$ cat src/rtl/rom_reader.sv
// rtl/rom_reader.sv - burst reader: issues ROM reads ahead of a small FIFO and streams bytes with backpressure
module rom_reader #(
    parameter int ADDR_W    = 3,
    parameter int DATA_W    = 8,
    parameter int BUF_DEPTH = 3
) (
    input  logic              clk,
    input  logic              rst_n,
    input  logic              start,
    input  logic [ADDR_W-1:0] base_addr,
    input  logic [ADDR_W-1:0] len,
    output logic              rom_cs,
    output logic [ADDR_W-1:0] rom_addr,
    input  logic [DATA_W-1:0] rom_data,
    output logic [DATA_W-1:0] dout,
    output logic              dout_valid,
    input  logic              dout_ready,
    output logic              dout_last,
    output logic              busy,
    output logic              done,
    output logic [DATA_W-1:0] checksum
);
    localparam int PTR_W = (BUF_DEPTH > 1) ? $clog2(BUF_DEPTH) : 1;
    localparam int CNT_W = $clog2(BUF_DEPTH + 1);
    localparam logic [CNT_W:0] DEPTH_L = (CNT_W + 1)'(BUF_DEPTH);

    typedef enum logic [1:0] {IDLE, FETCH, DRAIN, DONE} state_t;

    state_t              state_q, state_d;
    logic [ADDR_W-1:0]   addr_q, addr_d;
    logic [ADDR_W:0]     remain_q, remain_d;
    logic [DATA_W-1:0]   checksum_q, checksum_d;
    logic                inflight_q, inflight_last_q;
    logic [PTR_W-1:0]    wr_ptr_q, rd_ptr_q;
    logic [CNT_W-1:0]    count_q;
    logic [BUF_DEPTH-1:0] mem_last_q;
    logic [DATA_W-1:0]   mem_data_q [BUF_DEPTH];

    logic            issue, last_issue, push, pop, head_last;
    logic [CNT_W:0]  occ;

    function automatic logic [PTR_W-1:0] ptr_inc(input logic [PTR_W-1:0] p);
        return (p == PTR_W'(BUF_DEPTH - 1)) ? '0 : p + 1'b1;
    endfunction

    // Issue decision looks only at registers so dout_ready never reaches rom_cs.
    assign occ        = {1'b0, count_q} + {{CNT_W{1'b0}}, inflight_q};
    assign last_issue = (remain_q == {{ADDR_W{1'b0}}, 1'b1});
    assign issue      = (state_q == FETCH) && (remain_q != '0) && (occ < DEPTH_L);
    assign push       = inflight_q;
    assign head_last  = mem_last_q[rd_ptr_q];

    assign dout_valid = (count_q != '0) && (state_q != DONE);
    assign pop        = dout_valid && dout_ready;
    assign dout       = dout_valid ? mem_data_q[rd_ptr_q] : '0;
    assign dout_last  = dout_valid && head_last;
    assign rom_cs     = issue;
    assign rom_addr   = addr_q;
    assign busy       = (state_q != IDLE);
    assign done       = (state_q == DONE);
    assign checksum   = checksum_q;

    always_comb begin
        state_d    = state_q;
        addr_d     = addr_q;
        remain_d   = remain_q;
        checksum_d = checksum_q;
        case (state_q)
            IDLE: if (start) begin
                state_d    = FETCH;
                addr_d     = base_addr;
                remain_d   = {1'b0, len} + (ADDR_W + 1)'(1);
                checksum_d = '0;
            end
            FETCH: if (issue) begin
                addr_d   = addr_q + 1'b1;
                remain_d = remain_q - 1'b1;
                if (last_issue) state_d = DRAIN;
            end
            DRAIN: if (pop && head_last) state_d = DONE;
            DONE:  state_d = IDLE;
            default: state_d = IDLE;
        endcase
        if (pop) checksum_d = checksum_q + mem_data_q[rd_ptr_q];
    end

    always_ff @(posedge clk or negedge rst_n) begin
        if (!rst_n) begin
            state_q         <= IDLE;
            addr_q          <= '0;
            remain_q        <= '0;
            checksum_q      <= '0;
            inflight_q      <= 1'b0;
            inflight_last_q <= 1'b0;
            wr_ptr_q        <= '0;
            rd_ptr_q        <= '0;
            count_q         <= '0;
            mem_last_q      <= '0;
        end else begin
            state_q         <= state_d;
            addr_q          <= addr_d;
            remain_q        <= remain_d;
            checksum_q      <= checksum_d;
            inflight_q      <= issue;
            inflight_last_q <= issue && last_issue;
            if (push) begin
                mem_last_q[wr_ptr_q] <= inflight_last_q;
                wr_ptr_q             <= ptr_inc(wr_ptr_q);
            end
            if (pop) rd_ptr_q <= ptr_inc(rd_ptr_q);
            case ({push, pop})
                2'b10:   count_q <= count_q + 1'b1;
                2'b01:   count_q <= count_q - 1'b1;
                default: count_q <= count_q;
            endcase
        end
    end

    // Payload storage needs no reset: entries are only visible while count_q covers them.
    always_ff @(posedge clk) begin
        if (push) mem_data_q[wr_ptr_q] <= rom_data;
    end
endmodule
$ cat config.mk
export PLATFORM = sky130hd
export DESIGN_NAME = rom_reader
export DESIGN_NICKNAME = d
export VERILOG_FILES = /design/src/rtl/rom_reader.sv
export SDC_FILE = /design/constraint.sdc
export NUM_CORES = 1
export LEC_CHECK = 0
export CAP_MARGIN = 20
export CORE_ASPECT_RATIO = 0.75
export CORE_UTILIZATION = 26
export DETAILED_ROUTE_END_ITERATION = 10
export HOLD_SLACK_MARGIN = 0.06
export PLACE_DENSITY = 0.45
export SLEW_MARGIN = 40
export SYNTH_ARGS = -nofsm -noshare
export SYNTH_HDL_FRONTEND = slang
export SYNTH_SLANG_ARGS = --single-unit
$ cat constraint.sdc
create_clock -name clk -period 4.77 [get_ports clk]
set_clock_uncertainty 0.05 [all_clocks]
set_input_delay 0.954 -clock clk [delete_from_list [all_inputs] [get_ports clk]]
set_output_delay 0.954 -clock clk [all_outputs]
set_load 0.02 [all_outputs]
==> flow_metrics.env, run 1 <==
export IMPL_ys_warn_count=0
export IMPL_synth_cell_area_mm2=0.00270
export IMPL_cts_buffers=5
export IMPL_max_stage_delay_ns=0.70
export IMPL_vdd_drop_max_mv=0.156
export IMPL_io_buffers=41
export IMPL_antenna_found_initial=0
export IMPL_ios=42
export IMPL_cpMaxStageDelayCell="clkdlybuf4s50_1"
export IMPL_cp_start_kind="flip-flop"
export IMPL_cts_setup_buffers=0
export IMPL_drv_slew=0
export IMPL_max_cap_viol_count=0
export IMPL_met3_wirelength_um=235
export IMPL_initial_core_util_pct=27.4
export IMPL_first_iter_violations=73
export IMPL_async_flop_share_pct=53.8
export IMPL_grt_pass1_vias=1772
export IMPL_synth_fp_nets=271
export IMPL_r2r_cells=8
export IMPL_critPathKind="reg2out"
export IMPL_layout_nets=313
export IMPL_grt_max_degree=29
export IMPL_drive_above_1_share_pct=7.58
export IMPL_postCtsHoldBufs=0
export IMPL_routed_wl_um=5830
export IMPL_synth_top_area_share_pct=26.7
export IMPL_slew_headroom_pct=59.4
export IMPL_cts_tree="done"
export IMPL_worst_pin_slew_ns=0.607
export IMPL_fillers=982
export IMPL_timing_fmax_mhz=282
export IMPL_cts_resized=0
export IMPL_power_density_mw_per_mm2=692
export IMPL_critPathCapture="rom_cs"
export IMPL_root_buffer="clkbuf_16"
export IMPL_ys_ff_latch=52
export IMPL_routed_wire_length_per_instance_um=14.2
export IMPL_whs_ns=0.440
export IMPL_power_leakage_uw=0.00138
export IMPL_ant_nets=0
export IMPL_met1_length_um=3270
export IMPL_outcome="complete, no violations"
export IMPL_synth_top_cells_by_area="edfxtp_1, dfrtp_1, ha_1"
export IMPL_arrival_ns=2.54
export IMPL_rsz0062_at_grt="false"
export IMPL_area_growth_pct=26.3
export IMPL_hold_violations=0
export IMPL_routed_top_layer="met4"
export IMPL_synthTopCellsByCount="dfrtp_1, edfxtp_1, ha_1, nand2_1"
export IMPL_fin_tns_setup_ns=0
export IMPL_synth_avg_cell_area_um2=11.5
export IMPL_hold_class="reg2reg"
export IMPL_num_rows=31
export IMPL_yosysMostFrequentCell="dfrtp_1"
export IMPL_vias=1828
export IMPL_worstReg2RegStart="rd_ptr_q[0]"
export IMPL_min_period_ns=3.55
export IMPL_overflow=0
export IMPL_synth_cell_types=39
export IMPL_place_congestion=0.759
export IMPL_grt_total_usage_pct=11.7
export IMPL_die_y_um=90.2
export IMPL_end_kind="primary output"
export IMPL_die_x_um=120
export IMPL_path_cells="inv_1 -> ha_1 -> inv_2 -> a2111oi_4 -> clkdlybuf4s50_1"
export IMPL_netlist_instances=234
export IMPL_clock_latency_ns=0.29
export IMPL_dr_wl_met2_um=2270
export IMPL_post_route_period_util_pct=74.4
export IMPL_synth_top_area_cell="edfxtp_1"
export IMPL_cts_sinks=52
export IMPL_cp_max_fo=8
export IMPL_clk_pin_slew_worst_paths_ns=0.07
export IMPL_antennaDiodeCount=0
export IMPL_hp_start="checksum[7]"
export IMPL_grt_pass1_wl_um=9600
export IMPL_worstPathRequired_ns=3.77
export IMPL_first_pass_iters=4
export IMPL_synth_flop_cell="dfrtp_1"
export IMPL_cts_buffer_depth=2
export IMPL_synth_edff_count=24
export IMPL_setup_violations=0
export IMPL_crit_start="state_q[1]"
export IMPL_die_area_mm2=0.0108
export IMPL_r2r_end="checksum[7]"
export IMPL_ctsHtreeMaxLevel=2
export IMPL_r2r_slack_ns=1.88
export IMPL_yosysSeqAreaShare_pct=52.7
export IMPL_dpl_hpwl_um=4370
export IMPL_core_mm2=0.00985
export IMPL_via_per_inst=4.47
export IMPL_drc=0
## sequential cells by signal, indices dropped and copies added (netlist names), 2 cells and up
signal	count
remain_q	4
rd_ptr_q	2
count_q	2
mem_last_q	3
mem_data_q	24
rom_addr	3
state_q	2
checksum	8
wr_ptr_q	2
## final cells by class
cell class                 instances  area, um^2  share of cell area (%)
sequential                        52        1420                    41.7
multi-input combinational        164        1210                    35.5
timing repair buffer              42         418                    12.3
tap                              132         165                    4.85
clock buffer                       5         125                    3.67
inverter                          11        41.3                    1.21
clock inverter                     3        26.3                   0.771
## power by group
group          internal, uW  leakage (uW)  total, uW  switching [uW]
combinational           577      0.000744       1250             674
sequential              599      0.000563        738             139
clock                   198     0.0000680        369             171
total                  1370       0.00138       2360             984
## worst min path at each step
| stage | endpoint | cells past startpoint | slack [ns] |
|---|---|---|---|
| final | checksum[7] | 1 | 0.44 |
| after global routing | checksum[7] | 1 | 0.47 |
| after CTS | checksum[7] | 1 | 0.43 |
| after detailed placement | checksum[7] | 1 | 0.42 |
| after global placement | checksum[7] | 1 | 0.44 |
| after floorplan | count_q[1] | 1 | 0.42 |
## stage by stage
stage / utilization (%) / area [um^2] / setup slack, ns / instances / power (uW)
floorplan: - / 2700 / 2.26 / 234 / 1590
global placement: 33.0 / 3250 / 1.58 / 401 / 2010
detailed placement: 33.0 / 3260 / 1.54 / 401 / 2010
CTS: 34.6 / 3410 / 1.21 / 409 / 2390
global route: 34.6 / 3410 / 1.05 / 409 / 2560
finish: 34.6 / 3410 / 1.22 / 409 / 2360
## critical path, delay by kind of cell, from the launching register on
family          cells  cell delay (ns)
compound gates      1             0.50
fa+ha+maj           1             0.37
flops               1             0.42
buf+inv             3             0.96
## routing by layer
layer | up-vias | track usage, %
li1 | 928 | -
met1 | 860 | 18.5
met2 | 36 | 15.4
met3 | 4 | 2.41
met4 | 0 | 3.44
met5 | - | 0
## cells in the final DEF, fill, tap and decap left out, drive strengths merged, types with 2 or more instances in the layout
master         instances
a211oi                 2
a21o                   5
a21oi                 12
and2                   9
and3                   2
clkbuf                 5
clkdlybuf4s50         41
clkinvlp               2
dfrtp                 28
edfxtp                24
ha                    18
inv                   12
mux2                   5
mux2i                 16
nand2                 18
nand3                 10
nand3b                 3
nor2                  14
nor3                   4
nor3b                  2
o211ai                 5
o21a                   2
o21ai                 16
o21bai                 4
o22ai                  3
xnor2                  4
xor2                   4
## cell families (layout without fill, tap and decap cells)
logic type | count (synthesis) | count (layout) | share of synthesized area (%)
fa+ha+maj | 19 | 19 | 9.09
compound gates | 52 | 52 | 12.6
buf+inv | 18 | 61 | 2.97
flops | 52 | 52 | 52.7
xor+xnor | 8 | 8 | 2.60
simple gates | 64 | 64 | 11.9
mux | 21 | 21 | 8.16
Note: power is estimated with default switching activity, not from simulation.
==> run 2, diff against run 1 <==
==> constraint.sdc (replaced) <==
create_clock -name clk -period 3.4 [get_ports clk]
set_clock_uncertainty 0.05 [all_clocks]
set_input_delay 0.68 -clock clk [delete_from_list [all_inputs] [get_ports clk]]
set_output_delay 0.68 -clock clk [all_outputs]
set_load 0.02 [all_outputs]
==> run 2 against run 1 <==
  * Global-route usage up 0.28 points
  * Sequential power grew 40%
  * Sequential cell count is the same
  * Critical path depth unchanged
  * Cell area increased by 0.37%
  * Combinational power increased by 41%
  * Non-clock buffer count grew 3
  * Worst setup slack worse by 0.89 ns
  * Register-to-register slack lost 1.3 ns
  * Power increased by 41%
  * Sequential share of layout area fell by 0.15 points
  * Critical path type unchanged
  * Highest routed layer unchanged
==> flow_metrics.env, run 2 (same netlist as run 1, synthesis figures left out) <==
export IMPL_hp_start="checksum[7]"
export IMPL_die_x_um=120
export IMPL_overflow=0
export IMPL_drv_slew=0
export IMPL_first_pass_iters=4
export IMPL_drive_above_1_share_pct=8.21
export IMPL_root_buffer="clkbuf_16"
export IMPL_setup_violations=0
export IMPL_final_util_pct=34.7
export IMPL_min_period_ns=3.07
export IMPL_hold_class="reg2reg"
export IMPL_post_route_period_util_pct=90.4
export IMPL_clock_latency_ns=0.29
export IMPL_cts_setup_buffers=0
export IMPL_arrival_ns=2.34
export IMPL_slew_headroom_pct=62.0
export IMPL_whs_ns=0.436
export IMPL_antenna_found_initial=0
export IMPL_grt_pass1_wl_um=9940
export IMPL_cts_tree="done"
export IMPL_grt_pass1_vias=1868
export IMPL_cp_max_fo=8
export IMPL_routed_wl_um=5900
export IMPL_fillers=1003
export IMPL_antennaDiodeCount=0
export IMPL_power_density_mw_per_mm2=969
export IMPL_clk_pin_slew_worst_paths_ns=0.07
export IMPL_place_congestion=0.761
export IMPL_outcome="complete, no violations"
export IMPL_vias=1829
export IMPL_worstPathRequired_ns=2.67
export IMPL_hold_violations=0
export IMPL_via_per_inst=4.44
export IMPL_area_growth_pct=26.8
export IMPL_core_mm2=0.00985
export IMPL_layout_commonest_cell="clkdlybuf4s50_1"
export IMPL_worstReg2RegStart="rd_ptr_q[0]"
export IMPL_critPathKind="reg2out"
export IMPL_rsz0062_at_grt="false"
export IMPL_max_cap_viol_count=0
export IMPL_io_buffers=41
export IMPL_ant_nets=0
export IMPL_final_cell_mix="clkdlybuf4s50_1, dfrtp_1, edfxtp_1"
export IMPL_largest_reg_flops=24
export IMPL_end_kind="primary output"
export IMPL_postCtsHoldBufs=0
export IMPL_cp_start_kind="flip-flop"
export IMPL_die_area_mm2=0.0108
export IMPL_grt_max_degree=29
export IMPL_ios=42
export IMPL_layout_cells_non_filler=412
export IMPL_initial_core_util_pct=27.4
export IMPL_worst_pin_slew_ns=0.570
export IMPL_cts_buffer_depth=2
export IMPL_drc=0
export IMPL_die_y_um=90.2
export IMPL_crit_start="state_q[1]"
export IMPL_cts_buffers=5
export IMPL_grt_total_usage_pct=11.9
export IMPL_cts_resized=0
export IMPL_timing_fmax_mhz=325
export IMPL_fin_tns_setup_ns=0
export IMPL_num_rows=31
export IMPL_layout_nets=316
export IMPL_vdd_drop_max_mv=0.276
export IMPL_dpl_hpwl_um=4470
export IMPL_r2r_slack_ns=0.61
export IMPL_finalPower_uw=3310
export IMPL_first_iter_violations=86
export IMPL_power_leakage_uw=0.00139
export IMPL_dp_cells=404
export IMPL_routed_wire_length_per_instance_um=14.3
export IMPL_cts_sinks=52
export IMPL_ctsHtreeMaxLevel=2
export IMPL_top_register="mem_data_q"
## run 2: worst max-delay path: stages (launching register included)
cell	delay, ns
dfrtp_1	0.42
inv_1	0.09
ha_1	0.36
inv_2	0.18
a2111oi_4	0.33
clkdlybuf4s50_1	0.67
## run 2: final cells by class
| class | count | area [um^2] | area share (%) |
|---|---|---|---|
| Clock buffer | 5 | 125 | 3.66 |
| Multi-Input combinational cell | 164 | 1200 | 35.1 |
| Inverter | 11 | 41.3 | 1.21 |
| Tap cell | 132 | 165 | 4.83 |
| Timing Repair Buffer | 45 | 440 | 12.9 |
| Clock inverter | 3 | 27.5 | 0.805 |
| Sequential cell | 52 | 1420 | 41.6 |
## run 2: final timing paths
path / endpoint / depth (start not counted)
setup / recovery: rom_cs / 5
max in group asynchronous: rom_addr[1] / 2
setup reg to reg: checksum[7] / 8
hold reg to reg: checksum[7] / 1
min in group asynchronous: rom_addr[2] / 2
hold / removal: checksum[7] / 1
## run 2: per-layer routing
layer | up-vias | share of wire, % | track usage (%)
li1 | 932 | - | -
met3 | 5 | 3.8 | 3.30
met5 | - | 0 | 0
met2 | 30 | 38 | 15.1
met1 | 862 | 57 | 19.2
met4 | 0 | 1.0 | 2.81
## run 2: stage by stage
step / setup slack [ns] / area [um^2]
finish: 0.327 / 3420
global route: 0.201 / 3420
CTS: 0.281 / 3420
detailed placement: 0.577 / 3270
global placement: 0.579 / 3260
floorplan: 0.895 / 2700
## run 2: report_power, final
group          internal [uW]  switching [uW]
sequential               840             192
clock                    280             242
combinational            824             937
==> run 3, diff against run 2 <==
--- a/config.mk
+++ b/config.mk
@@ -5,12 +5,13 @@
 export SDC_FILE = /design/constraint.sdc
 export NUM_CORES = 1
 export LEC_CHECK = 0
+export ABC_AREA = 1
 export CAP_MARGIN = 20
-export CORE_ASPECT_RATIO = 0.75
+export CORE_ASPECT_RATIO = 0.9
 export CORE_UTILIZATION = 26
 export DETAILED_ROUTE_END_ITERATION = 10
 export HOLD_SLACK_MARGIN = 0.06
-export PLACE_DENSITY = 0.45
+export PLACE_DENSITY = 0.44
 export SLEW_MARGIN = 40
 export SYNTH_ARGS = -nofsm -noshare
 export SYNTH_HDL_FRONTEND = slang
==> run 3 against run 2 <==
  * Power increased by 2.6%
  * Register-to-register slack improved by 0.50 ns
  * Sequential cell count did not move
  * Global-route usage down 0.56 points
  * Count of clock-buffer cells in the layout stayed put
  * Die area increased by 2.0%
  * Worst setup slack improved by 0.15 ns
  * Combinational power increased by 7%
  * Critical path depth increased by 2
  * Sequential power barely moved
  * Area after synthesis increased by 2.1%
  * First-iteration DRC count up 24%
==> flow_metrics.env, run 3 <==
export IMPL_synthTopCellsByCount="nand2_1, inv_1, dfrtp_1"
export IMPL_initial_core_util_pct=26.8
export IMPL_arrival_ns=2.19
export IMPL_die_area_mm2=0.0110
export IMPL_ys_ff_latch=52
export IMPL_drv_slew=0
export IMPL_grt_total_usage_pct=11.4
export IMPL_layout_cells_non_filler=491
export IMPL_largest_reg_flops=24
export IMPL_post_route_period_util_pct=85.9
export IMPL_setup_violations=0
export IMPL_rsz0062_at_grt="false"
export IMPL_synth_flop_cell="dfrtp_1"
export IMPL_met1_length_um=3040
export IMPL_synth_edff_count=24
export IMPL_power_leakage_uw=0.00162
export IMPL_ys_warn_count=0
export IMPL_hold_class="reg2reg"
export IMPL_via_per_inst=4.21
export IMPL_antenna_found_initial=0
export IMPL_io_buffers=41
export IMPL_dpl_hpwl_um=4570
export IMPL_netlist_instances=313
export IMPL_end_kind="primary output"
export IMPL_synth_cell_area_mm2=0.00275
export IMPL_min_period_ns=2.92
export IMPL_cts_buffer_depth=2
export IMPL_synth_top_area_share_pct=26.2
export IMPL_overflow=0
export IMPL_synth_cell_types=28
export IMPL_cts_resized=0
export IMPL_final_cell_mix="nand2_1, inv_1, clkdlybuf4s50_1"
export IMPL_critPathKind="reg2out"
export IMPL_first_pass_iters=4
export IMPL_clock_latency_ns=0.29
export IMPL_place_congestion=0.757
export IMPL_yosysMostFrequentCell="nand2_1"
export IMPL_top_register="mem_data_q"
export IMPL_postCtsHoldBufs=0
export IMPL_cts_tree="done"
export IMPL_area_growth_pct=26.3
export IMPL_ant_nets=0
export IMPL_cts_buffers=5
export IMPL_fillers=1038
export IMPL_synth_avg_cell_area_um2=8.80
export IMPL_layout_commonest_cell="nand2_1"
export IMPL_max_cap_viol_count=0
export IMPL_worst_pin_slew_ns=0.734
export IMPL_drc=0
export IMPL_drive_above_1_share_pct=6.35
export IMPL_synth_top_area_cell="edfxtp_1"
export IMPL_ctsHtreeMaxLevel=2
export IMPL_num_rows=35
export IMPL_core_mm2=0.0103
export IMPL_cts_sinks=52
export IMPL_routed_top_layer="met4"
export IMPL_first_iter_violations=107
export IMPL_cp_start_kind="flip-flop"
export IMPL_routed_wire_length_per_instance_um=11.9
export IMPL_layout_nets=398
export IMPL_grt_max_degree=29
export IMPL_fin_tns_setup_ns=0
export IMPL_vdd_drop_max_mv=0.301
export IMPL_dp_cells=483
export IMPL_routed_wl_um=5840
export IMPL_worstPathRequired_ns=2.67
export IMPL_met3_wirelength_um=190
export IMPL_die_y_um=99.6
export IMPL_whs_ns=0.456
export IMPL_cp_max_fo=9
export IMPL_yosysSeqAreaShare_pct=51.6
export IMPL_clk_pin_slew_worst_paths_ns=0.07
export IMPL_grt_pass1_vias=2010
export IMPL_synth_top_cells_by_area="edfxtp_1, dfrtp_1, nand2_1"
export IMPL_outcome="complete, no violations"
export IMPL_vias=2065
export IMPL_antennaDiodeCount=0
export IMPL_dr_wl_met2_um=2550
export IMPL_async_flop_share_pct=53.8
export IMPL_die_x_um=110
export IMPL_ios=42
export IMPL_cts_setup_buffers=0
export IMPL_hold_violations=0
export IMPL_timing_fmax_mhz=342
export IMPL_power_density_mw_per_mm2=977
export IMPL_synth_fp_nets=350
export IMPL_root_buffer="clkbuf_16"
export IMPL_slew_headroom_pct=50.8
export IMPL_grt_pass1_wl_um=9940
==> run 3: cell types whose count changed in the layout (fill, tap and decap cells not counted), sizes merged, moves of 9 or more <==
cell / previous run / this run
inv: 12 / 44
nand2: 18 / 112
and2: 9 / 0
nand3: 10 / 22
mux2i: 16 / 0
==> run 3: worst paths after layout <==
path                          startpoint             to  slack (ns)  depth (start not counted)
setup / recovery              state_q[1]         rom_cs        0.48                          7
min in group asynchronous          rst_n    checksum[5]        0.71                          2
setup reg to reg             rd_ptr_q[1]    checksum[4]        1.11                         11
max in group asynchronous          rst_n    wr_ptr_q[0]        2.29                          2
hold reg to reg            mem_last_q[0]  mem_last_q[0]        0.46                          2
hold / removal             mem_last_q[0]  mem_last_q[0]        0.46                          2
==> run 3: cells by family (layout without fill, tap and decap cells) <==
logic type	Yosys count	in the layout	synth area share (%)
XOR/XNOR	5	5	1.59
AO/OA/AOI/OAI	33	33	6.86
buffers and inverters	48	97	7.27
flip-flops	52	52	51.6
adder cells (fa/ha/maj)	19	19	8.91
AND/OR/NAND/NOR	156	156	23.8
==> run 3: per-stage QoR <==
step           instance area (um^2)  power (uW)  utilization [%]  worst slack, ns
6_report                       3480        3400             33.8            0.478
3_5_place_dp                   3330        2920             32.3            0.756
4_1_cts                        3480        3440             33.8            0.425
3_3_place_gp                   3330        2920             32.3            0.747
5_1_grt                        3480        3740             33.8            0.270
2_1_floorplan                  2750        2300                -             1.28
==> run 3: layout make-up <==
cell class | count | area (um^2) | share of cell area [%]
flip-flops and latches | 52 | 1420 | 40.9
multi-input cells | 213 | 1140 | 32.7
repair buffers | 45 | 440 | 12.7
inverters | 44 | 165 | 4.75
well taps | 129 | 161 | 4.64
clock buffers | 5 | 125 | 3.60
clock inverters | 3 | 27.5 | 0.791
==> run 3: critical path, stage by stage, from the launching register on <==
cell and delay, ns:
dfrtp_1 0.42, inv_1 0.09, ha_1 0.37, nand2_2 0.11, nor2_4 0.13, nand2_2 0.07, inv_1 0.10, clkdlybuf4s50_1 0.61
==> run 3: metal layers <==
metal / up-vias / track usage (%)
met3: 6 / 2.32
met2: 40 / 17.6
met1: 917 / 16.1
met4: 0 / 3.08
li1: 1102 / -
met5: - / 0
==> run 3: where the power goes <==
| group | total (uW) | internal [uW] | switching (uW) |
|---|---|---|---|
| clock | 518 | 280 | 238 |
| sequential | 1000 | 847 | 156 |
| combinational | 1880 | 767 | 1110 |
